**src/rtl/hc153_pkg.sv**
```systemverilog
// ============================================================================
// Package   : hc153_pkg
// Purpose   : Shared types and constants for the dual 4:1 mux scan reader.
//             Holds the slot/select encoding, the FSM state type and the
//             minimum legal slot length.
// Revision  : 1.0  initial release
// ============================================================================
`default_nettype none

package hc153_pkg;

  // Slot index; doubles as the {S1,S2} select value for that slot.
  typedef logic [1:0] slot_t;

  localparam slot_t SEL_I0 = 2'b00;
  localparam slot_t SEL_I1 = 2'b01;
  localparam slot_t SEL_I2 = 2'b10;
  localparam slot_t SEL_I3 = 2'b11;

  typedef enum logic {
    IDLE = 1'b0,
    SCAN = 1'b1
  } state_t;

  // One cycle of external mux settling plus two synchronizer stages.
  localparam int SETTLE_MIN = 3;

endpackage

`default_nettype wire

```
**src/rtl/hc153_scan_rx_sync2.sv**
```systemverilog
// ============================================================================
// Module    : sync2
// Purpose   : Generic two-flop synchronizer for a single-bit asynchronous
//             input, with asynchronous active-high reset to 0.
// Ports     : clk_i  - destination clock
//             rst_i  - asynchronous active-high reset
//             d_i    - asynchronous data in
//             q_o    - synchronized data out (two clk_i edges of latency)
// Revision  : 1.0  initial release
// ============================================================================
`default_nettype none

module sync2 (
  input  logic clk_i,
  input  logic rst_i,
  input  logic d_i,
  output logic q_o
);

  logic meta_q;
  logic sync_q;

  always_ff @(posedge clk_i or posedge rst_i) begin
    if (rst_i) begin
      meta_q <= 1'b0;
      sync_q <= 1'b0;
    end else begin
      meta_q <= d_i;
      sync_q <= meta_q;
    end
  end

  assign q_o = sync_q;

endmodule

`default_nettype wire

```
**src/rtl/hc153_scan_rx.sv**
```systemverilog
// ============================================================================
// Module    : hc153_scan_rx
// Purpose   : Sequential reader for an external dual 4:1 multiplexer. Steps
//             the mux selects through inputs 0..3, samples both mux outputs
//             once per slot through 2-flop synchronizers and presents the
//             rebuilt 4-bit words in parallel with a one-cycle VALID pulse.
// Ports     : CLK, RST        - clock, asynchronous active-high reset
//             START           - frame request (sampled in IDLE only)
//             CONT            - continuous mode, checked at frame end
//             EN1, EN2        - channel enables, latched at frame start
//             Y1, Y2          - asynchronous mux outputs
//             S1, S2          - select MSB/LSB to the mux
//             E1N, E2N        - active-low channel strobes
//             Q1, Q2 [0:3]    - rebuilt words, Qn[k] = mux input k
//             VALID           - one-cycle pulse after Q1/Q2 update
//             BUSY            - frame in progress
// Revision  : 1.0  initial release
// ============================================================================
`default_nettype none

module hc153_scan_rx
  import hc153_pkg::*;
#(
  parameter int SETTLE_CYC = 4,
  parameter int CNT_W      = 4
) (
  input  logic       CLK,
  input  logic       RST,
  input  logic       START,
  input  logic       CONT,
  input  logic       EN1,
  input  logic       EN2,
  input  logic       Y1,
  input  logic       Y2,
  output logic       S1,
  output logic       S2,
  output logic       E1N,
  output logic       E2N,
  output logic [0:3] Q1,
  output logic [0:3] Q2,
  output logic       VALID,
  output logic       BUSY
);

  // Elaboration-time parameter sanity.
  if (SETTLE_CYC < SETTLE_MIN || SETTLE_CYC > 15) begin : g_bad_settle
    $error("hc153_scan_rx: SETTLE_CYC out of range 3..15");
  end
  if ((2 ** CNT_W) <= SETTLE_CYC) begin : g_bad_cnt_w
    $error("hc153_scan_rx: CNT_W too small for SETTLE_CYC");
  end

  localparam logic [CNT_W-1:0] CNT_LAST = CNT_W'(SETTLE_CYC - 1);

  state_t           state_q;
  logic [CNT_W-1:0] cnt_q;
  slot_t            sel_q;
  logic             en1_q, en2_q;
  logic             e1n_q, e2n_q;
  logic [0:2]       shadow1_q, shadow2_q;
  logic [0:3]       q1_q, q2_q;
  logic             valid_q;
  logic             busy_q;

  logic y1_s, y2_s;
  logic slot_end;
  logic frame_end;

  sync2 u_sync_y1 (.clk_i(CLK), .rst_i(RST), .d_i(Y1), .q_o(y1_s));
  sync2 u_sync_y2 (.clk_i(CLK), .rst_i(RST), .d_i(Y2), .q_o(y2_s));

  assign slot_end  = (cnt_q == CNT_LAST);
  assign frame_end = slot_end && (sel_q == SEL_I3);

  always_ff @(posedge CLK or posedge RST) begin
    if (RST) begin
      state_q   <= IDLE;
      cnt_q     <= '0;
      sel_q     <= SEL_I0;
      en1_q     <= 1'b0;
      en2_q     <= 1'b0;
      e1n_q     <= 1'b1;
      e2n_q     <= 1'b1;
      shadow1_q <= '0;
      shadow2_q <= '0;
      q1_q      <= '0;
      q2_q      <= '0;
      valid_q   <= 1'b0;
      busy_q    <= 1'b0;
    end else begin
      valid_q <= 1'b0;
      case (state_q)
        IDLE: begin
          if (START) begin
            state_q <= SCAN;
            en1_q   <= EN1;
            en2_q   <= EN2;
            e1n_q   <= ~EN1;
            e2n_q   <= ~EN2;
            sel_q   <= SEL_I0;
            cnt_q   <= '0;
            busy_q  <= 1'b1;
          end
        end
        SCAN: begin
          if (!slot_end) begin
            cnt_q <= cnt_q + CNT_W'(1);
          end else begin
            cnt_q <= '0;
            if (!frame_end) begin
              shadow1_q[sel_q] <= y1_s;
              shadow2_q[sel_q] <= y2_s;
              sel_q            <= sel_q + 2'd1;
            end else begin
              // Slot 3 goes straight from the synchronizer so the whole
              // word updates on this one edge.
              q1_q    <= en1_q ? {shadow1_q, y1_s} : 4'b0000;
              q2_q    <= en2_q ? {shadow2_q, y2_s} : 4'b0000;
              valid_q <= 1'b1;
              sel_q   <= SEL_I0;
              if (CONT) begin
                en1_q <= EN1;
                en2_q <= EN2;
                e1n_q <= ~EN1;
                e2n_q <= ~EN2;
              end else begin
                state_q <= IDLE;
                e1n_q   <= 1'b1;
                e2n_q   <= 1'b1;
                busy_q  <= 1'b0;
              end
            end
          end
        end
        default: state_q <= IDLE;
      endcase
    end
  end

  assign S1    = sel_q[1];
  assign S2    = sel_q[0];
  assign E1N   = e1n_q;
  assign E2N   = e2n_q;
  assign Q1    = q1_q;
  assign Q2    = q2_q;
  assign VALID = valid_q;
  assign BUSY  = busy_q;

endmodule

`default_nettype wire

```
**config.mk**
```make
export PLATFORM = sky130hd
export DESIGN_NAME = hc153_scan_rx
export DESIGN_NICKNAME = d
export VERILOG_FILES = /design/src/rtl/hc153_pkg.sv /design/src/rtl/hc153_scan_rx_sync2.sv /design/src/rtl/hc153_scan_rx.sv
export SDC_FILE = /design/constraint.sdc
export NUM_CORES = 1
export LEC_CHECK = 0
export CAP_MARGIN = 10
export CORE_ASPECT_RATIO = 0.9
export CORE_MARGIN = 5
export CORE_UTILIZATION = 40
export DETAILED_ROUTE_END_ITERATION = 10
export DONT_BUFFER_PORTS = 1
export SYNTH_ARGS = -nofsm -noshare
export SYNTH_HDL_FRONTEND = slang
export SYNTH_SLANG_ARGS = --single-unit
```
**constraint.sdc**
```tcl
create_clock -name CLK -period 1.4 [get_ports CLK]
set_input_delay 0.21 -clock CLK [delete_from_list [all_inputs] [get_ports CLK]]
set_output_delay 0.21 -clock CLK [all_outputs]
set_load 0.05 [all_outputs]
```
* Yosys cells after proc, flatten, opt, wreduce, memory -nomap -nowiden
Index checks and enable logic that the tools add are counted.
** Word-level totals
- Bits in registers :: 31
- Input bits :: 8
- Output and inout bits :: 14
- Logic and storage cells :: 87
** Operators by class
- $add $sub $neg :: 2
- Magnitude comparators :: 2
- Equality and inequality tests :: 7
- Muxes and demuxes :: 46
- Bitwise gates (word level) :: 5
- Reductions and logical operators :: 8
** Operators by type and width (number)
- $mux 1 :: 28
- $mux 4 :: 4
- $pmux 1 s2 :: 6
- $reduce_and 3->1 :: 3
- $pmux 4 s2 :: 1
- $reduce_and 4->1 :: 2
- $bwmux 3 :: 2
- $mux 2 :: 3
- $ne 2x2->1 const B :: 3
- $add 4x1->4 const B :: 1
- $eq 4x2->1 const B :: 1
- $ne 2x1->1 const B :: 2
- $not 1->1 :: 4
- $pmux 2 s2 :: 1
- $ge 3x3->1 const B :: 1
- $lt 3x1->1 const B :: 1
- $not 2->3 :: 1
- $add 2x1->2 const B :: 1
- $demux 1 s2 :: 1
- $eq 2x2->1 const B :: 1
- $logic_and 1x1->1 :: 2
- $reduce_and 2->1 :: 1

* Depth between registers and ports, before layout
Gate-level depths: netlist of the first run.
- Depth after elaboration :: 6
- Mapped depth :: 5
- Gate-level depth less buffers :: 4

* By module
From an unflattened synthesis of the first run, not the netlist that was laid out.
** Second synthesis, totals
- Cell total of the unflattened synthesis :: 110
- Area, all modules :: 1365.1 um2
** Modules (own cells, without submodules)
- hc153_scan_rx :: instances 1, cells an instance 104, area an instance 1257.5 um2, seq. area each 678.2 um2
- sync2 :: instances 2, cells an instance 3, area an instance 53.8 um2, seq. area each 50.0 um2

* Least setup slack after synthesis of the first run
Ideal clock, no wire load.
- Kind :: register to register
- From :: register sel_q[0]
- To :: register q1_q (netlist bit Q1[0])
- Library setup time :: 119 ps
- Arrival time :: 1767 ps
- Required time :: 1281 ps
- Path slack :: -487 ps
- Cell stages (with the launch flop) :: 6
- Period minus slack after synthesis :: 1887 ps
- Path through :: dfrtp_1 -> ha_1 -> clkbuf_1 -> nand2_1 -> buf_2 -> a21bo_2
** Between the ends
- Word-level cells in the longest chain between the ends :: 3
** Ends and longest elaborated chain
- start: declaration :: line hc153_scan_rx.sv:57 : slot_t sel_q;
- start signal: assignment :: line hc153_scan_rx.sv:113 : sel_q <= sel_q + 2'd1;
- $eq 2x2->1 :: line hc153_scan_rx.sv:73 : assign frame_end = slot_end && (sel_q == SEL_I3);
- $logic_and 1x1->1 :: line hc153_scan_rx.sv:73
- $reduce_and 3->1 (no source line)
- end signal: assignment :: line hc153_scan_rx.sv:117 : q1_q <= en1_q ? {shadow1_q, y1_s} : 4'b0000;
- end: declaration :: line hc153_scan_rx.sv:61 : logic [0:3] q1_q, q2_q;
No other way between the ends.
A chain may end at the register's enable or synchronous reset.

* Worst setup path in the final report of the first run
- From :: register cnt_q[1]
- To :: register sel_q[0]
** Between the ends
- Word-level cells in the longest chain between the ends :: 5
- Elaborated cells between the ends (all ways) :: 7
- Those cells by class :: eq/ne: 2; mux: 3; reduce/logical: 2
** Ends and longest elaborated chain
- start: declaration :: line hc153_scan_rx.sv:56 : logic [CNT_W-1:0] cnt_q;
- start signal: assignment :: line hc153_scan_rx.sv:107 : cnt_q <= cnt_q + CNT_W'(1);
- $eq 4x2->1 (*) :: line hc153_scan_rx.sv:72 : assign slot_end = (cnt_q == CNT_LAST);
- $logic_and 1x1->1 :: line hc153_scan_rx.sv:73
- $mux 2 :: line hc153_scan_rx.sv:110 : if (!frame_end) begin
- $mux 2 :: line hc153_scan_rx.sv:106 : if (!slot_end) begin
- $pmux 2 s2 :: line hc153_scan_rx.sv:92 : case (state_q)
Every way passes the cells marked *; elsewhere a longest branch is shown, timed or not. The select of a mux whose other input is x is not followed.

==> results of run 1 <==
-- what timing repair did --
item | CTS | global route
buffers inserted | 0 | 2
setup endpoints to repair | 21 | 23
pin swaps | 1 | 5
hold buffers | 5 | 0
resized for setup | 0 | 14
hold endpoints to repair | 33 | 0
-- routing by layer --
layer | up-vias | global-route usage, % | routed length (um) | share of wire (%)
met5 | - | 0 | 0 | 0
met4 | 0 | 7.04 | 44 | 1.7
met3 | 5 | 4.96 | 170 | 6.5
met2 | 19 | 19.3 | 1210 | 46
met1 | 436 | 15.4 | 1190 | 46
li1 | 425 | - | - | -
-- per-stage QoR --
step / utilization [%] / cells / worst slack, ns / total power [mW]
after floorplan: - / 103 / -0.128 / 2.60
after global placement: 45.8 / 159 / -0.0945 / 2.90
after detailed placement: 45.8 / 159 / -0.176 / 2.96
after CTS: 50.0 / 172 / -0.172 / 3.70
after global routing: 52.6 / 174 / -0.190 / 4.07
final: 52.6 / 174 / -0.154 / 3.81
-- power breakdown --
group	switching (mW)	internal [mW]
Combinational	0.544	0.678
Clock	0.316	0.396
Sequential	0.637	1.24
Total	1.50	2.31
-- path summary, 6_finish.rpt --
check | slack, ns | to | depth (start not counted)
setup / recovery | -0.15 | sel_q[0] | 4
hold / removal | 0.07 | state_q | 1
setup reg to reg | -0.15 | sel_q[0] | 4
hold reg to reg | 0.34 | u_sync_y2.q_o | 0
max in group asynchronous | 0.63 | E1N | 3
min in group asynchronous | 0.46 | state_q | 3
-- flip-flops by register name (all words and copies together) (netlist names), 2 cells and up --
| signal | flops |
|---|---|
| shadow1_q | 3 |
| Q1 | 4 |
| sel_q | 2 |
| shadow2_q | 3 |
| Q2 | 4 |
| cnt_q | 4 |
-- kinds of logic (layout without fill, tap and decap cells) --
family / Yosys count / after routing / synth area share [%]
fa+ha+maj: 5 / 5 / 4.68
simple gates: 33 / 33 / 15.1
xor+xnor: 1 / 1 / 0.655
mux: 8 / 8 / 6.74
compound gates: 17 / 17 / 11.5
flops: 31 / 31 / 58.2
buf+inv: 8 / 35 / 3.18
-- layout make-up --
cell class	count	area [sq um]
Multi-Input combinational cell	64	602
Tap cell	44	55.1
Inverter	4	15.0
Fill cell	308	1570
Timing Repair Buffer	23	193
Clock inverter	1	5.00
Sequential cell	31	781
Clock buffer	7	86.3
-- Yosys cell counts (2+ instances only) --
library cell	count	area (sq um)
dfrtp_1	29	726
a21bo_2	8	80.1
mux2_2	8	90.1
nand4_1	8	50.1
nand2_1	7	26.3
ha_1	5	62.6
inv_1	4	15.0
nand3_1	4	20.0
nand3b_1	4	30.0
nor2_1	3	11.3
a22o_1	2	17.5
a22oi_1	2	15.0
dfstp_2	2	52.6
-- critical path, delay by kind of cell (launching register included) --
| kind | cells | cell delay [ns] |
|---|---|---|
| and+or+nand+nor | 3 | 0.94 |
| adders and majority gates | 1 | 0.16 |
| DFF | 1 | 0.40 |
==> impl_metrics.ini, run 1 <==
[route]
routed_wl_um = 2610
drt_iter0_drc = 16
ant_nets = 0
wl_per_cell_um = 15.0
drtPass1Iterations = 4
via_count = 885
viasPerCell = 5.09
route.detailed.drc = 0

[sta]
setup_viol = 13
period_minus_slack_ns = 1.55
whs_ns = 0.0666
setup_ws_ns = -0.154
drv_slew = 0
skew_ns = 0.00757
rsz0062_at_grt = yes
timing.fmax_ghz = 0.643
final.setup.tns_ns = -0.732
fin_crit_sh_pct = 111
hold_violations = 0
slew_headroom_pct = 68.0
tightest_slew_ns = 0.480

[job]
cap_viol_max_count = 0

[critical_path]
critical_path.startpoint = cnt_q[1]
start_kind = flip-flop
critPathMaxFanout = 4
worstSetupEndpointType = flip-flop
cp_data_arrival_time_ns = 1.77
critPathKind = reg -> reg
cp.required_ns = 1.62
cpPeakStageDelay_ns = 0.49
crit_chain = ha_4 -> or3b_4 -> or4b_4 -> nand3_2
slowest_stage = or4b_4
timing.rr.start = cnt_q[1]

[yosys]
avgSynthCellArea_sq_um = 13.0
synth_edf_count = 0
ys_seq_elements = 31
yosys_most_used_dff = dfrtp_1
synth_cell_types = 30
yosys_warnings = 0
async_reset_ff_share_pct = 100
synth_nets = 116
synth-seq-area-share_pct = 58.2
synth_cells = 103
synth_area_sq_um = 1340

[cts]
cts_made_buffers = 5
clk_latency_ns = 0.28
clk_pin_slew_worst_paths_ns = 0.06
cts_buffer_depth = 2
cts_tree = yes
htreeDepth = 2
cts.sinks = 31
cts-root-buf = clkbuf_8

[grt]
grt_first_pass_wirelength_um = 4420
grtUsageTotal_pct = 12.7
grt_max_degree = 32
grt_pass1_vias = 932
grt_antenna_before_repair = 0
grt_remaining_overflow = 0

[die]
initial_core_util_pct = 40.5
std_cell_rows = 20
die_x_um = 71.0
io_pins = 22
fp.dieH_um = 64.9
fp.coreArea_sq_um = 3300
die_area_sq_um = 4600

[power_and_ir_drop]
powerDensity_nw_per_um2 = 2190
p_leak_nw = 0.819
vdd_drop_max_v = 0.000960

[status]
outcome = finished, violations left
violations = negative setup slack

[worst_hold_path]
min_path_type = in -> reg
worstHoldStart = START

[final_layout]
final_cell_mix = dfrtp_1 (27), buf_4 (16), nand4_1 (8), a21bo_2 (8)
antenna_cells = 0
fin_nets = 142
stdcell_area_sq_um = 1740
final_common_cell = dfrtp_1
layout-drive-gt1-share_pct = 45.4
area_delta_synth_final_pct = 29.8

[placed_design]
dp_hpwl_um = 1800
post_dp_cell_area_sq_um = 1510
port_buffers = 0
gp_congestion = 0.754
Note: power is estimated with default switching activity, not from simulation.
==> run 2: changes to the inputs <==
--- a/config.mk
+++ b/config.mk
@@ -13,2 +13,3 @@
 export DONT_BUFFER_PORTS = 1
+export SKIP_LAST_GASP = 1
 export SYNTH_ARGS = -nofsm -noshare
--- a/constraint.sdc
+++ b/constraint.sdc
@@ -3,2 +3,2 @@
 set_output_delay 0.21 -clock CLK [all_outputs]
-set_load 0.05 [all_outputs]
+set_load 0.005 [all_outputs]
==> run 2 against run 1 <==
  * The run still ends with negative setup slack left
  * Largest power group unchanged
  * Die area did not move
  * First-iteration DRC count rose to 2.7 times the previous value
  * Clock skew down 0.0014 ns
==> impl_metrics.ini, run 2 (synthesis results as in run 1) <==
[sta]
setup_viol = 18
final.setup.tns_ns = -1.50
timing.fmax_ghz = 0.636
period_minus_slack_ns = 1.57
hold_violations = 0
tightest_slew_ns = 0.397
setup_ws_ns = -0.172
drv_slew = 0
slew_headroom_pct = 73.5
skew_ns = 0.00616
fin_crit_sh_pct = 112
rsz0062_at_grt = yes

[final_layout]
layout-drive-gt1-share_pct = 41.5
antenna_cells = 0
final_cell_mix = dfrtp_1 (29), buf_4 (16), nand4_1 (8), a21bo_2 (8)
area_delta_synth_final_pct = 28.5
instances_no_fill = 174
fin_nets = 142
stdcell_area_sq_um = 1720
final_util_pct = 52.0
final_common_cell = dfrtp_1

[grt]
met3_usage_pct = 6.36
top_usage_layer = met2
grt_antenna_before_repair = 0
grt_pass1_vias = 961
grtUsageMet1_pct = 14.4
use_met2_pct = 19.8
grt_first_pass_wirelength_um = 4470
grtUsageTotal_pct = 12.5
grt_remaining_overflow = 0
grt_max_degree = 32

[route]
routed_wl_um = 2600
route.detailed.drc = 0
wl_per_cell_um = 14.9
drt_iter0_drc = 43
via_count = 893
ant_nets = 0
drtPass1Iterations = 4
viasPerCell = 5.13

[cts]
cts_buffer_depth = 2
cts.sinks = 31
clk_latency_ns = 0.28
clk_pin_slew_worst_paths_ns = 0.06
cts-root-buf = clkbuf_8
cts_tree = yes
htreeDepth = 2
cts_made_buffers = 5

[die]
die_area_sq_um = 4600
fp.dieH_um = 64.9
initial_core_util_pct = 40.5
die_x_um = 71.0
fp.coreArea_sq_um = 3300
io_pins = 22
std_cell_rows = 20

[critical_path]
cp.required_ns = 1.61
crit_chain = ha_2 -> or3b_4 -> or4b_4 -> nand3_2
r2r_cells = 4
cpPeakStageDelay_ns = 0.50
worstSetupEndpointType = flip-flop
start_kind = flip-flop
slowest_stage = or4b_4
critPathMaxFanout = 3
critPathKind = reg -> reg
cp_data_arrival_time_ns = 1.79

[power_and_ir_drop]
vdd_drop_max_v = 0.000866
pwr-share-comb_pct = 31.8
seqPwrFrac_pct = 42.4
switchingPower_mw = 1.00
switching_share_pct = 28.8
p_int_mw = 2.48
clock_power_share_pct = 25.9
powerDensity_nw_per_um2 = 2020
p_leak_nw = 0.828

[placed_design]
dp_hpwl_um = 1700
gp_congestion = 0.729
place_inst = 159
port_buffers = 0
post_dp_cell_area_sq_um = 1500
dp_slack_ns = -0.126

[status]
violations = negative setup slack
outcome = finished, violations left

[worst_hold_path]
hold_path_depth = 1
min_path_type = in -> reg

[job]
cap_viol_max_count = 0
==> run 2: area by class of cell <==
| class | count | area, sq um |
|---|---|---|
| Timing Repair Buffer | 23 | 193 |
| Fill cell | 313 | 1580 |
| Multi-Input combinational cell | 64 | 561 |
| Clock buffer | 6 | 82.6 |
| Sequential cell | 31 | 778 |
| Inverter | 4 | 15.0 |
| Tap cell | 44 | 55.1 |
| Clock inverter | 2 | 35.0 |
==> run 2: per-layer routing <==
| metal | part of all wire, % | vias to the layer above |
|---|---|---|
| li1 | - | 421 |
| met1 | 44 | 444 |
| met2 | 46 | 22 |
| met3 | 7.8 | 6 |
| met4 | 1.7 | 0 |
| met5 | 0 | - |
==> run 2: critical path: cells and delay by family (launching register included) <==
kind                       cells  cell delay [ns]
DFF                            1             0.36
adders and majority gates      1             0.19
and+or+nand+nor                3             0.95
==> run 2: worst paths after layout <==
path / startpoint / end / slack [ns]
setup / recovery: cnt_q[1] / sel_q[0] / -0.17
hold reg to reg: u_sync_y2.meta_q / u_sync_y2.q_o / 0.35
min in group asynchronous: RST / shadow1_q[0] / 0.45
max in group asynchronous: RST / E1N / 0.62
hold / removal: START / state_q / 0.07
setup reg to reg: cnt_q[1] / sel_q[0] / -0.17
==> run 2: through the flow <==
step,power [mW],hold WS [ns]
2_1_floorplan,2.12,0.241
3_3_place_gp,2.43,0.203
3_5_place_dp,2.47,0.214
4_1_cts,3.48,0.0609
5_1_grt,3.71,0.0542
6_report,3.48,0.0670
==> run 2: what timing repair did <==
| action | in CTS | in global routing |
|---|---|---|
| setup buffers | 1 | 1 |
| gates resized for setup | 6 | 3 |
| pin swaps | 4 | 1 |
| hold buffers | 5 | 0 |
| endpoints found under the hold margin | 33 | 0 |
| setup endpoints to repair | 20 | 24 |
==> run 2: power groups by stage <==
stage,Sequential (mW),Combinational (mW),Clock [mW]
floorplan,1.45,0.667,0
global placement,1.47,0.955,0
detailed placement,1.49,0.985,0
CTS,1.48,1.07,0.930
global route,1.51,1.22,0.976
finish,1.47,1.10,0.899
